--- src/rtl/control_unit.sv ---
// rtl/control_unit.sv - multicycle FETCH/EXEC/MEM sequencer driving the datapath control word and PC
module control_unit #(
  parameter logic [63:0] RESET_PC = 64'h0,
  parameter logic [4:0]  FS_ADD   = 5'b00100,
  parameter logic [4:0]  FS_SUB   = 5'b00101,
  parameter logic [4:0]  FS_AND   = 5'b00000,
  parameter logic [4:0]  FS_ORR   = 5'b00001
) (
  input  logic        clk,
  input  logic        rst,
  input  logic [31:0] instr,
  input  logic        stall,
  input  logic [4:0]  status,
  output logic [63:0] pc,
  output logic [63:0] k,
  output logic [4:0]  reg_addr,
  output logic [4:0]  a_addr,
  output logic [4:0]  b_addr,
  output logic [4:0]  fs,
  output logic        reg_w,
  output logic        b_sel,
  output logic        b_en,
  output logic        alu_en,
  output logic        mem_en,
  output logic        chip_sel,
  output logic        mem_w,
  output logic        mem_r,
  output logic        stat_en,
  output logic        c0,
  output logic        halted,
  output logic        illegal
);

  typedef enum logic [1:0] {S_FETCH, S_EXEC, S_MEM, S_HALT} state_t;

  localparam logic [5:0] OP_NOP   = 6'h00;
  localparam logic [5:0] OP_ADD   = 6'h01;
  localparam logic [5:0] OP_SUB   = 6'h02;
  localparam logic [5:0] OP_AND   = 6'h03;
  localparam logic [5:0] OP_ORR   = 6'h04;
  localparam logic [5:0] OP_ADDS  = 6'h05;
  localparam logic [5:0] OP_SUBS  = 6'h06;
  localparam logic [5:0] OP_ADDI  = 6'h08;
  localparam logic [5:0] OP_SUBI  = 6'h09;
  localparam logic [5:0] OP_LDUR  = 6'h0A;
  localparam logic [5:0] OP_STUR  = 6'h0B;
  localparam logic [5:0] OP_B     = 6'h0C;
  localparam logic [5:0] OP_CBZ   = 6'h0D;
  localparam logic [5:0] OP_CBNZ  = 6'h0E;
  localparam logic [5:0] OP_BCOND = 6'h0F;
  localparam logic [5:0] OP_HALT  = 6'h3F;

  state_t      state;
  logic [31:0] ir;

  logic [5:0]  op;
  logic [4:0]  rd, rn, rm;
  logic [11:0] imm12;
  logic [8:0]  imm9;
  logic [25:0] imm26;
  logic [18:0] imm19;
  logic [3:0]  cond;

  assign op    = ir[31:26];
  assign rd    = ir[4:0];
  assign rn    = ir[9:5];
  assign rm    = ir[20:16];
  assign imm12 = ir[21:10];
  assign imm9  = ir[20:12];
  assign imm26 = ir[25:0];
  assign imm19 = ir[23:5];
  assign cond  = ir[3:0];

  logic [63:0] pc_plus4, pc_br26, pc_br19;
  assign pc_plus4 = pc + 64'd4;
  assign pc_br26  = pc + {{36{imm26[25]}}, imm26, 2'b00};
  assign pc_br19  = pc + {{43{imm19[18]}}, imm19, 2'b00};

  logic flag_v, flag_c, flag_n, flag_z;
  assign flag_v = status[4];
  assign flag_c = status[3];
  assign flag_n = status[2];
  assign flag_z = status[1];

  // Condition evaluation for B.cond; codes 10..15 are reserved and never branch
  logic cond_taken;
  always_comb begin
    cond_taken = 1'b0;
    case (cond)
      4'd0:    cond_taken = flag_z;
      4'd1:    cond_taken = !flag_z;
      4'd2:    cond_taken = flag_c;
      4'd3:    cond_taken = !flag_c;
      4'd4:    cond_taken = flag_n;
      4'd5:    cond_taken = !flag_n;
      4'd6:    cond_taken = flag_v;
      4'd7:    cond_taken = !flag_v;
      4'd8:    cond_taken = (flag_n == flag_v);
      4'd9:    cond_taken = (flag_n != flag_v);
      default: cond_taken = 1'b0;
    endcase
  end

  // Sequencer: state, IR, PC and sticky halt/illegal flags
  always_ff @(posedge clk or negedge rst) begin
    if (!rst) begin
      state   <= S_FETCH;
      pc      <= RESET_PC;
      ir      <= '0;
      halted  <= 1'b0;
      illegal <= 1'b0;
    end else begin
      case (state)
        S_FETCH: begin
          if (!stall) begin
            ir    <= instr;
            state <= S_EXEC;
          end
        end
        S_EXEC: begin
          case (op)
            OP_NOP, OP_ADD, OP_SUB, OP_AND, OP_ORR, OP_ADDS, OP_SUBS,
            OP_ADDI, OP_SUBI: begin
              pc    <= pc_plus4;
              state <= S_FETCH;
            end
            OP_LDUR, OP_STUR: state <= S_MEM;
            OP_B: begin
              pc    <= pc_br26;
              state <= S_FETCH;
            end
            OP_CBZ: begin
              pc    <= status[0] ? pc_br19 : pc_plus4;
              state <= S_FETCH;
            end
            OP_CBNZ: begin
              pc    <= !status[0] ? pc_br19 : pc_plus4;
              state <= S_FETCH;
            end
            OP_BCOND: begin
              pc    <= cond_taken ? pc_br19 : pc_plus4;
              state <= S_FETCH;
            end
            OP_HALT: begin
              state  <= S_HALT;
              halted <= 1'b1;
            end
            default: begin
              state   <= S_HALT;
              halted  <= 1'b1;
              illegal <= 1'b1;
            end
          endcase
        end
        S_MEM: begin
          pc    <= pc_plus4;
          state <= S_FETCH;
        end
        S_HALT: state <= S_HALT;
      endcase
    end
  end

  // Control word decode from state and IR; the d-bus drivers (b_en/alu_en/chip_sel) are one-hot per phase
  always_comb begin
    k        = '0;
    reg_addr = '0;
    a_addr   = '0;
    b_addr   = '0;
    fs       = '0;
    reg_w    = 1'b0;
    b_sel    = 1'b0;
    b_en     = 1'b0;
    alu_en   = 1'b0;
    mem_en   = 1'b0;
    chip_sel = 1'b0;
    mem_w    = 1'b0;
    mem_r    = 1'b0;
    stat_en  = 1'b0;
    c0       = 1'b0;
    case (state)
      S_EXEC: begin
        case (op)
          OP_ADD, OP_SUB, OP_AND, OP_ORR, OP_ADDS, OP_SUBS, OP_ADDI, OP_SUBI: begin
            a_addr   = rn;
            b_addr   = rm;
            alu_en   = 1'b1;
            reg_w    = 1'b1;
            reg_addr = rd;
            stat_en  = (op == OP_ADDS) || (op == OP_SUBS);
            if ((op == OP_ADDI) || (op == OP_SUBI)) begin
              b_sel = 1'b1;
              k     = {52'b0, imm12};
            end
            case (op)
              OP_SUB, OP_SUBS, OP_SUBI: begin
                fs = FS_SUB;
                c0 = 1'b1;
              end
              OP_AND:  fs = FS_AND;
              OP_ORR:  fs = FS_ORR;
              default: fs = FS_ADD;
            endcase
          end
          OP_LDUR, OP_STUR: begin
            a_addr = rn;
            b_sel  = 1'b1;
            k      = {{55{imm9[8]}}, imm9};
            fs     = FS_ADD;
            alu_en = 1'b1;
            mem_en = 1'b1;
          end
          OP_CBZ, OP_CBNZ: begin
            a_addr = rd;
            b_sel  = 1'b1;
            fs     = FS_ADD;
          end
          default: ;
        endcase
      end
      S_MEM: begin
        if (op == OP_LDUR) begin
          chip_sel = 1'b1;
          mem_r    = 1'b1;
          reg_w    = 1'b1;
          reg_addr = rd;
        end else begin
          b_addr = rd;
          b_en   = 1'b1;
          mem_w  = 1'b1;
        end
      end
      default: ;
    endcase
  end

endmodule

--- config.mk ---
export PLATFORM = sky130hd
export DESIGN_NAME = control_unit
export DESIGN_NICKNAME = d
export VERILOG_FILES = /design/src/rtl/control_unit.sv
export SDC_FILE = /design/constraint.sdc
export NUM_CORES = 1
export LEC_CHECK = 0
export BUFFER_PORTS_ARGS = -buffer_cell sky130_fd_sc_hd__buf_2
export CAP_MARGIN = 20
export CORE_MARGIN = 2
export CORE_UTILIZATION = 54
export CTS_CLUSTER_DIAMETER = 60
export CTS_CLUSTER_SIZE = 12
export DETAILED_ROUTE_END_ITERATION = 7
export GPL_TIMING_DRIVEN = 0
export PLACE_DENSITY_LB_ADDON = 0.25
export SETUP_SLACK_MARGIN = 0.3
export SLEW_MARGIN = 10
export SYNTH_ARGS = -nofsm -noshare
export SYNTH_HDL_FRONTEND = slang
export SYNTH_SLANG_ARGS = --single-unit
--- constraint.sdc ---
create_clock -name clk -period 3.6 [get_ports clk]
set_input_delay 0.36 -clock clk [delete_from_list [all_inputs] [get_ports clk]]
set_output_delay 0.36 -clock clk [all_outputs]
set_load 0.05 [all_outputs]
# After elaboration in Yosys (flattened, before gate mapping)
# Index checks and enable logic that the tools add are counted.
classes:
  n_eq_ne: 31
  add_sub_neg: 3
  n_bitwise: 3
  muxes: 41
  n_reduce_logical: 24
op_table:
  columns: ["operator", "n"]
  rows:
  - ["$pmux W64 S5", 1]
  - ["$mux W64", 4]
  - ["$pmux W64 S2", 2]
  - ["$add A64 B64 Y64", 2]
  - ["$add A64 B3 Y64 const B", 1]
  - ["$eq A6 B4 Y1 const B", 8]
  - ["$pmux W5 S2", 3]
  - ["$mux W5", 5]
  - ["$eq A6 B3 Y1 const B", 3]
  - ["$eq A4 B3 Y1 const B", 4]
  - ["$mux W1", 16]
  - ["$reduce_or A16 Y1", 1]
  - ["$reduce_or A15 Y1", 1]
  - ["$reduce_or A13 Y1", 1]
  - ["$eq A6 B2 Y1 const B", 2]
  - ["$mux W12", 1]
  - ["$pmux W1 S10", 1]
  - ["$reduce_or A10 Y1", 1]
  - ["$pmux W3 S3", 1]
  - ["$reduce_or A9 Y1", 1]
  - ["$eq A4 B2 Y1 const B", 2]
  - ["$eq A4 B4 Y1 const B", 2]
  - ["$pmux W2 S4", 1]
  - ["$reduce_and A2 Y1", 4]
  - ["25 further kinds", 34]
totals:
  in_bits: 40
  register_bits: 100
  word_cells: 107
  out_inout_bits: 160

# Depth between registers and ports, before layout
# Gate-level depths: netlist of run 1.
logic_depth:
  ltp_word: 5
  ltp_mapped: 14
  depth_no_buf: 14

# Worst setup path before layout of run 1
# OpenSTA, ideal clock, no wires.
synth_timing:
  path_kind: "register to output"
  from: "register state[1]"
  to: "output port reg_addr[0]"
  path_buffers: 0
  required_ps: 3240
  slack_ps: -571
  path_stages_with_launch: 8
  t_arrival_ps: 3811
  path_cell_list: "dfrtp_1 > inv_1 > ha_1 > nand2_1 > a221oi_1 > a21boi_1 > o21a_1 > and2_1"
synth_between:
  elab_chain_len: 2
  word_cells_on_any_way: 3
  cone_classes: "eq/ne: 2; mux: 1"
synth_rtl:
  columns: ["item", "line", "text"]
  rows:
  - ["start, declared", "53", "state_t state;"]
  - ["start signal, assigned", "107", "state <= S_FETCH;"]
  - ["start signal, assigned", "117", "state <= S_EXEC;"]
  - ["start signal, assigned", "125", "state <= S_FETCH;"]
  - ["$eq A2 B2 Y1 or $eq A2 B1 Y1 (tied branches)", "181", "case (state)"]
  - ["$pmux W5 S2 (*)", "181", null]
  - ["end, declared", "16", "output logic [4:0] reg_addr,"]
# Every way passes the cells marked *; elsewhere a longest branch is shown, timed or not.

# Worst setup path in the final report of run 1
layout_timing:
  from: "register pc[9]"
  to: "register pc[62]"
layout_between:
  elab_chain_len: 4
  word_cells_on_any_way: 8
  cone_classes: "add/sub: 3; mux: 5"
layout_rtl:
  columns: ["item", "line", "text"]
  rows:
  - ["start, declared", "14", "output logic [63:0] pc,"]
  - ["start signal, assigned", "124", "pc <= pc_plus4;"]
  - ["start signal, assigned", "129", "pc <= pc_br26;"]
  - ["start signal, assigned", "133", "pc <= status[0] ? pc_br19 : pc_plus4;"]
  - ["$add A64 B3 Y64 or $add A64 B64 Y64 (tied branches)", "75, 77", null]
  - ["$mux W64 (on tied branches)", "141, 133, 137", null]
  - ["$pmux W64 S5", "121", "case (op)"]
  - ["$pmux W64 S2 (*)", "113", "case (state)"]
# Marked as above.
# A chain may end at the register's enable or synchronous reset.

==> metrics.txt, run 1 <==
Ys Warns 0; clock skew a little under 0.009 ns; die height roughly 170 um; VDD IR max ~0.69 mV; Slew @ Worst Pin between 1 and 1.5 ns; DRC 0; leading area contributor after synthesis dfrtp_1; routability-driven placement congestion ratio 1.02; kind of critical path reg2reg; Slowest-stage cell, CP dfrtp_2; initial antenna violation count 1; CTS tree done; CP Depth 12; Die X approximately 170 um; Rel. slew slack 0.293; outcome completed; Combinational Power Share 0.829; Register Area about 2500 um^2; Yosys top cell area share 0.175; WP data arrival between 3 and 4 ns; mapped cell area between 10000 and 15000 um^2; sw frac 0.589; Initial DRC Count around 2.2k; routed len/inst approximately 24 um; area of the multi-input gates 12200 um^2; layout cells sized above 1 0.342; Synth Instances about 1.9k; Max Root-Sink Buffers 2; top cell types by occurrence after synthesis a21oi_1 (220), nand2_1 (204), o21ai_0 (154); PD cells roughly 1100 nW/um^2; Worst path top cell family by delay compound AO/OA/AOI/OAI gates; global-route wire length before repair roughly 88 mm; H-tree Lvls 3; Remaining Overflow, GRT 0; dpl cells 2456; final period utilization 0.994; Core Area around 25000 um^2; Area Growth Syn to Fin 33.3%; clock share of power 0.051; most frequent cell on the critical path a41oi_2; port buffer count slightly below 200; initial core utilization 0.553; startpoint types flip-flop; Post-synth top flop dfrtp_1; DR pass1 iterations 6; Total Nets Final about 2.4k; Hold Crit Class in2reg; min Tclk post-route about 3.6 ns; top post-synthesis cells by area dfrtp_1 (17%), ha_1 (11%), a21oi_1 (7.9%), o21ai_0 (5.5%), nand2_1 (5.5%); sw power roughly 12 mW; clock root cell clkbuf_16; Fin. Hold Viols 0; largest net degree at the start of global routing between 60 and 70; Async SR Flop Fraction 1.00; Tot Pwr between 20 and 25 mW; most common cell in the synthesized netlist a21oi_1; Pint around 8.6 mW; fill count around 2k; vias in the first global route about 16k; GRT Total Usage 0.422; Post-synth EDFFs 0; leak pwr between 8 and 9 nW; row cnt 58; critical-path cell list ha_1 > a21oi_2 > nand2_1 > o211ai_1 > a41oi_2 > a41o_4 > a211o_1 > a41oi_2 > nor3b_2 > a211oi_2 > xnor2_1 > o21ai_1; WP buf/inv 0; Final Non-Filler Cells between 2k and 3k; I/O Pins 200; worst skew pair latency 0.36 ns; max cap viols 0; vias 17.4k; post-synth cell types between 70 and 80; Crit Path Max Fanout 7; die area 27300 um^2; Reg clk slew, reported paths 0.08 ns; Max Clock Freq between 0.2 and 0.3 GHz; Seq/Total Area, Yosys 0.175; HPWL Detailed 42.7 mm; Flop pwr share 0.120; TritonCTS Buffers 9; vias per inst ~6.7; RSZ-0062 raised after global routing yes; crit-path max cell delay 0.49 ns; Slew Limit Fails 0; Critical Path RT 3.83 ns; setup TNS 0 ns; r2r worst-path depth 12; final setup vio count 0; Avg Inst Size Synth 7.27 um^2; number of synthesized register bits 98; clk sink count slightly below 100; kind of end point of the critical path flip-flop; worst hold stages 3; WL final 61.2 mm; Detail Route Antenna Nets 0
-- cell usage in the layout, fill, tap and decap left out, types with 19 or more instances in the layout --
master	n
o21ai_1	25
xnor2_1	57
clkbuf_2	39
dfrtp_1	63
nand4_1	51
clkbuf_1	40
xor2_1	43
inv_1	57
o21a_1	22
nand2_1	195
buf_2	200
mux2_2	30
a21o_1	52
nand3_1	47
and3_1	19
a21oi_2	30
nor3_1	28
nand2b_1	24
buf_4	158
o21ai_0	114
ha_4	23
a21oi_1	179
dfrtp_2	33
o22ai_1	34
nor2_1	109
ha_1	89
o21bai_1	25
-- logic make-up after synthesis --
logic type	Yosys count	share of synthesized area
xor+xnor	116	0.0725
flops	98	0.175
compound gates	711	0.319
other cells	1	0.000268
fa+ha+maj	129	0.116
buf+inv	223	0.0755
simple gates	615	0.214
mux	34	0.0270
-- registers in the layout, indices dropped and copies added, names as in the netlist --
| signal | cells |
|---|---|
| illegal | 1 |
| state | 2 |
| ir | 32 |
| pc | 62 |
| halted | 1 |
-- repair_timing --
item,CTS,global route
endpoints found under the setup margin,114,124
hold buffers,1,0
endpoints found under the hold margin,33,0
resized for setup,216,288
setup buffers,61,51
pin swaps,69,80
gates cloned,2,0
-- final timing paths --
kind	startpoint	to	slack, ns
setup / recovery	pc[9]	pc[62]	0.02
hold / removal	instr[1]	ir[1]	0.20
min in group asynchronous	rst	state[1]	0.45
max in group asynchronous	rst	pc[33]	2.45
hold reg to reg	halted	halted	0.48
setup reg to reg	pc[9]	pc[62]	0.02
-- tightest hold or removal path, stage by stage --
cell and delay [ns]:
buf_2 0.08, nand2_1 0.03, o21ai_0 0.06
-- metal layers --
layer  global-route usage  vias up  part of all wire
li1                     -     7758                 -
met1                0.552     8137              0.38
met2                0.659     1184              0.44
met3               0.0767      279              0.11
met4                0.232        0             0.065
met5                    0        -                 0
-- power by group through the flow --
stage,Clock [mW],Combinational (mW),Sequential (mW)
after floorplan,0,9.01,2.94
after global placement,0,12.8,2.58
after detailed placement,0,13.0,2.60
after CTS,1.04,14.8,2.45
after global routing,1.09,18.3,2.55
final,1.06,17.3,2.51
-- through the flow --
step / area, um^2 / setup WS (ns) / hold slack, ns / util
global placement: 15500 / -1.01 / 0.448 / 0.612
floorplan: 14100 / 0.173 / 0.0644 / -
global route: 18700 / -0.0946 / 0.220 / 0.737
finish: 18700 / 0.0203 / 0.203 / 0.737
detailed placement: 15500 / -0.989 / 0.267 / 0.614
CTS: 17200 / 0.118 / 0.209 / 0.680
-- layout make-up --
cell class / count / area share
Tap cell: 330 / 0.0221
Sequential cell: 98 / 0.134
Buffer: 164 / 0.0533
Inverter: 59 / 0.0119
Clock buffer: 11 / 0.0130
Multi-Input combinational cell: 1611 / 0.654
Timing Repair Buffer: 309 / 0.109
Antenna cell: 2 / 0.000268
Clock inverter: 5 / 0.00328
No activity file was read; power rests on OpenSTA's default activity.
==> run 2, diff against run 1 <==
--- a/config.mk
+++ b/config.mk
@@ -8,7 +8,8 @@
 export BUFFER_PORTS_ARGS = -buffer_cell sky130_fd_sc_hd__buf_2
 export CAP_MARGIN = 20
 export CORE_MARGIN = 2
-export CORE_UTILIZATION = 54
+export CORE_UTILIZATION = 58
+export CTS_BUF_LIST = sky130_fd_sc_hd__clkbuf_2 sky130_fd_sc_hd__clkbuf_4 sky130_fd_sc_hd__clkbuf_8
 export CTS_CLUSTER_DIAMETER = 60
 export CTS_CLUSTER_SIZE = 12
 export DETAILED_ROUTE_END_ITERATION = 7
==> constraint.sdc (replaced) <==
create_clock -name clk -period 4.4 [get_ports clk]
set_input_delay 0.44 -clock clk [delete_from_list [all_inputs] [get_ports clk]]
set_output_delay 0.44 -clock clk [all_outputs]
set_load 0.05 [all_outputs]
==> run 2 against run 1 <==
- non-clock buffer count down 100
- cell count down 4.4%
- global-route usage down 1.6 points
- die area down 6.7%
- hold slack better by 0.025 ns
- sequential cell count unchanged
- count of clock-buffer cells in the layout down 2
- design area down 14%
- via count down 5.2%
- critical endpoint is now pc[63]
==> metrics.txt, run 2 (synthesized netlist as in run 1, its figures left out) <==
fill count roughly 2.1k; Core Area approximately 24000 um^2; largest net degree at the start of global routing 77; max reg flops between 60 and 70; row cnt 56; diodes inserted 0; Reg clk slew, reported paths approximately 0.13 ns; Final Non-Filler Cells about 2.5k; grt peak-use layer met2; Slowest-stage cell, CP dfrtp_1; layout cells sized above 1 0.177; Finished Cell Area 16000 um^2; crit-path max cell delay roughly 0.55 ns; Detail Route Antenna Nets 0; WL final between 50 and 60 mm; critical-path cell list ha_1 > o21ai_0 > o21bai_1 > a211oi_2 > o31a_1 > nor4bb_1 > nand2b_1 > a31o_2 > a31oi_1 > o21ai_0 > xnor2_1 > o211ai_1; GRT met2 Usage 0.646; GRT Total Usage 0.406; DRC 0; global-route wire length before repair just over 80 mm; initial antenna violation count 0; port buffer count 194; min Tclk post-route 4.09 ns; Worst path top cell family by delay compound AO/OA/AOI/OAI gates; PD cells just under 900 nW/um^2; die area approximately 25000 um^2; Slew @ Worst Pin ~1.2 ns; kind of end point of the critical path flip-flop; initial core utilization 0.594; final period utilization 0.930; Initial DRC Count 2063; routability-driven placement congestion ratio 0.977; clock skew around 0.029 ns; clock root cell clkbuf_8; setup TNS 0 ns; WP data arrival around 4.4 ns; sw power roughly 8.7 mW; TritonCTS Buffers 9; Slew Limit Fails 0; DR pass1 iterations 6; outcome completed; clk sink count 98; Crit Path Max Fanout 10; VDD IR max 0.585 mV; Die X around 160 um; sw frac 0.622; Fin. Hold Viols 0; CTS tree done; H-tree Lvls 3; global-route track usage on met3 0.0794; routed len/inst approximately 22 um; Hold Crit Class in2reg; HPWL Detailed roughly 42 mm; Remaining Overflow, GRT 0; kind of critical path reg2reg; RSZ-0062 raised after global routing yes; leak pwr about 7.2 nW; I/O Pins 200; GR Layer Usage met1 0.531; Pint 5.31 mW; top flop regs pc x62, ir x32, state x2; Max Root-Sink Buffers 2; Flop pwr share 0.147; most common cell after layout, fill and taps aside a21oi_1; Critical Path RT between 4 and 5 ns; Combinational Power Share 0.804; vias per inst approximately 6.6; Area Growth Syn to Fin 14.5%; clock share of power 0.049; startpoint types flip-flop; Max Clock Freq around 0.24 GHz; vias between 15k and 20k; most frequent cell on the critical path o21ai_0; WP buf/inv 0; final setup vio count 0; dpl cells about 2.4k; largest register by flop count pc; Placed Area ~15000 um^2; Total Nets Final 2320; worst skew pair latency roughly 0.43 ns; most frequent cells in the layout a21oi_1 (217), nand2_1 (204), buf_2 (196); max cap viols 0; die height 159 um; vias in the first global route approximately 15k; Rel. slew slack 0.211
[run 2: cell count changes in the layout (fill, tap and decap cells not counted), sizes merged]
cell | previous run | this run
buf | 390 | 272
clkbuf | 93 | 109
diode | 2 | 0
inv | 60 | 62
and2 | 17 | 16
bufinv | 1 | 0
clkinv | 3 | 4
[run 2: through the flow]
stage / hold slack (ns) / util / setup WS (ns) / power (mW)
after floorplan: 0.144 / - / 0.475 / 9.71
after global placement: 0.448 / 0.652 / -0.982 / 12.4
after detailed placement: 0.309 / 0.655 / -0.620 / 12.6
after CTS: 0.239 / 0.668 / 0.324 / 13.3
after global routing: 0.240 / 0.679 / 0.199 / 15.0
final: 0.229 / 0.679 / 0.307 / 14.0
[run 2: timing repair]
item / in CTS / in global routing
resized for setup: 18 / 40
setup endpoints to repair: 66 / 75
endpoints found under the hold margin: 22 / 0
hold buffers: 1 / 0
pin swaps: 0 / 12
buffers inserted: 0 / 11
[run 2: metal layers]
metal | up-vias | wire length (um)
met4 | 0 | 2980
met1 | 7573 | 21500
met5 | - | 0
met2 | 1093 | 24500
met3 | 209 | 5690
li1 | 7574 | -
[run 2: cell type report]
type	count	area, um^2	share of cell area
multi-input cells	1610	10800	0.671
flip-flops and latches	98	2460	0.154
repair buffers	209	1140	0.0714
plain buffers	164	841	0.0524
well taps	319	399	0.0249
inverters	59	221	0.0138
clock buffers	9	124	0.00772
clock inverters	7	81.3	0.00507
[run 2: worst paths after layout]
check | endpoint | slack (ns) | startpoint | depth (start not counted)
setup / recovery | pc[63] | 0.31 | pc[4] | 12
hold / removal | ir[6] | 0.23 | instr[6] | 3
setup reg to reg | pc[63] | 0.31 | pc[4] | 12
hold reg to reg | halted | 0.49 | halted | 1
max in group asynchronous | pc[2] | 3.27 | rst | 3
min in group asynchronous | ir[8] | 0.43 | rst | 2
[run 2: power groups by stage]
stage / registers [mW] / logic, mW / clock network, mW
2_1_floorplan: 2.39 / 7.31 / 0
3_3_place_gp: 2.09 / 10.3 / 0
3_5_place_dp: 2.05 / 10.5 / 0
4_1_cts: 2.04 / 10.6 / 0.665
5_1_grt: 2.09 / 12.2 / 0.702
6_report: 2.06 / 11.3 / 0.683
[run 2: tightest hold or removal path: cells and delay by family]
| family | cells | cell delay [ns] |
|---|---|---|
| simple gates | 1 | 0.04 |
| buf+inv | 1 | 0.08 |
| compound gates | 1 | 0.06 |
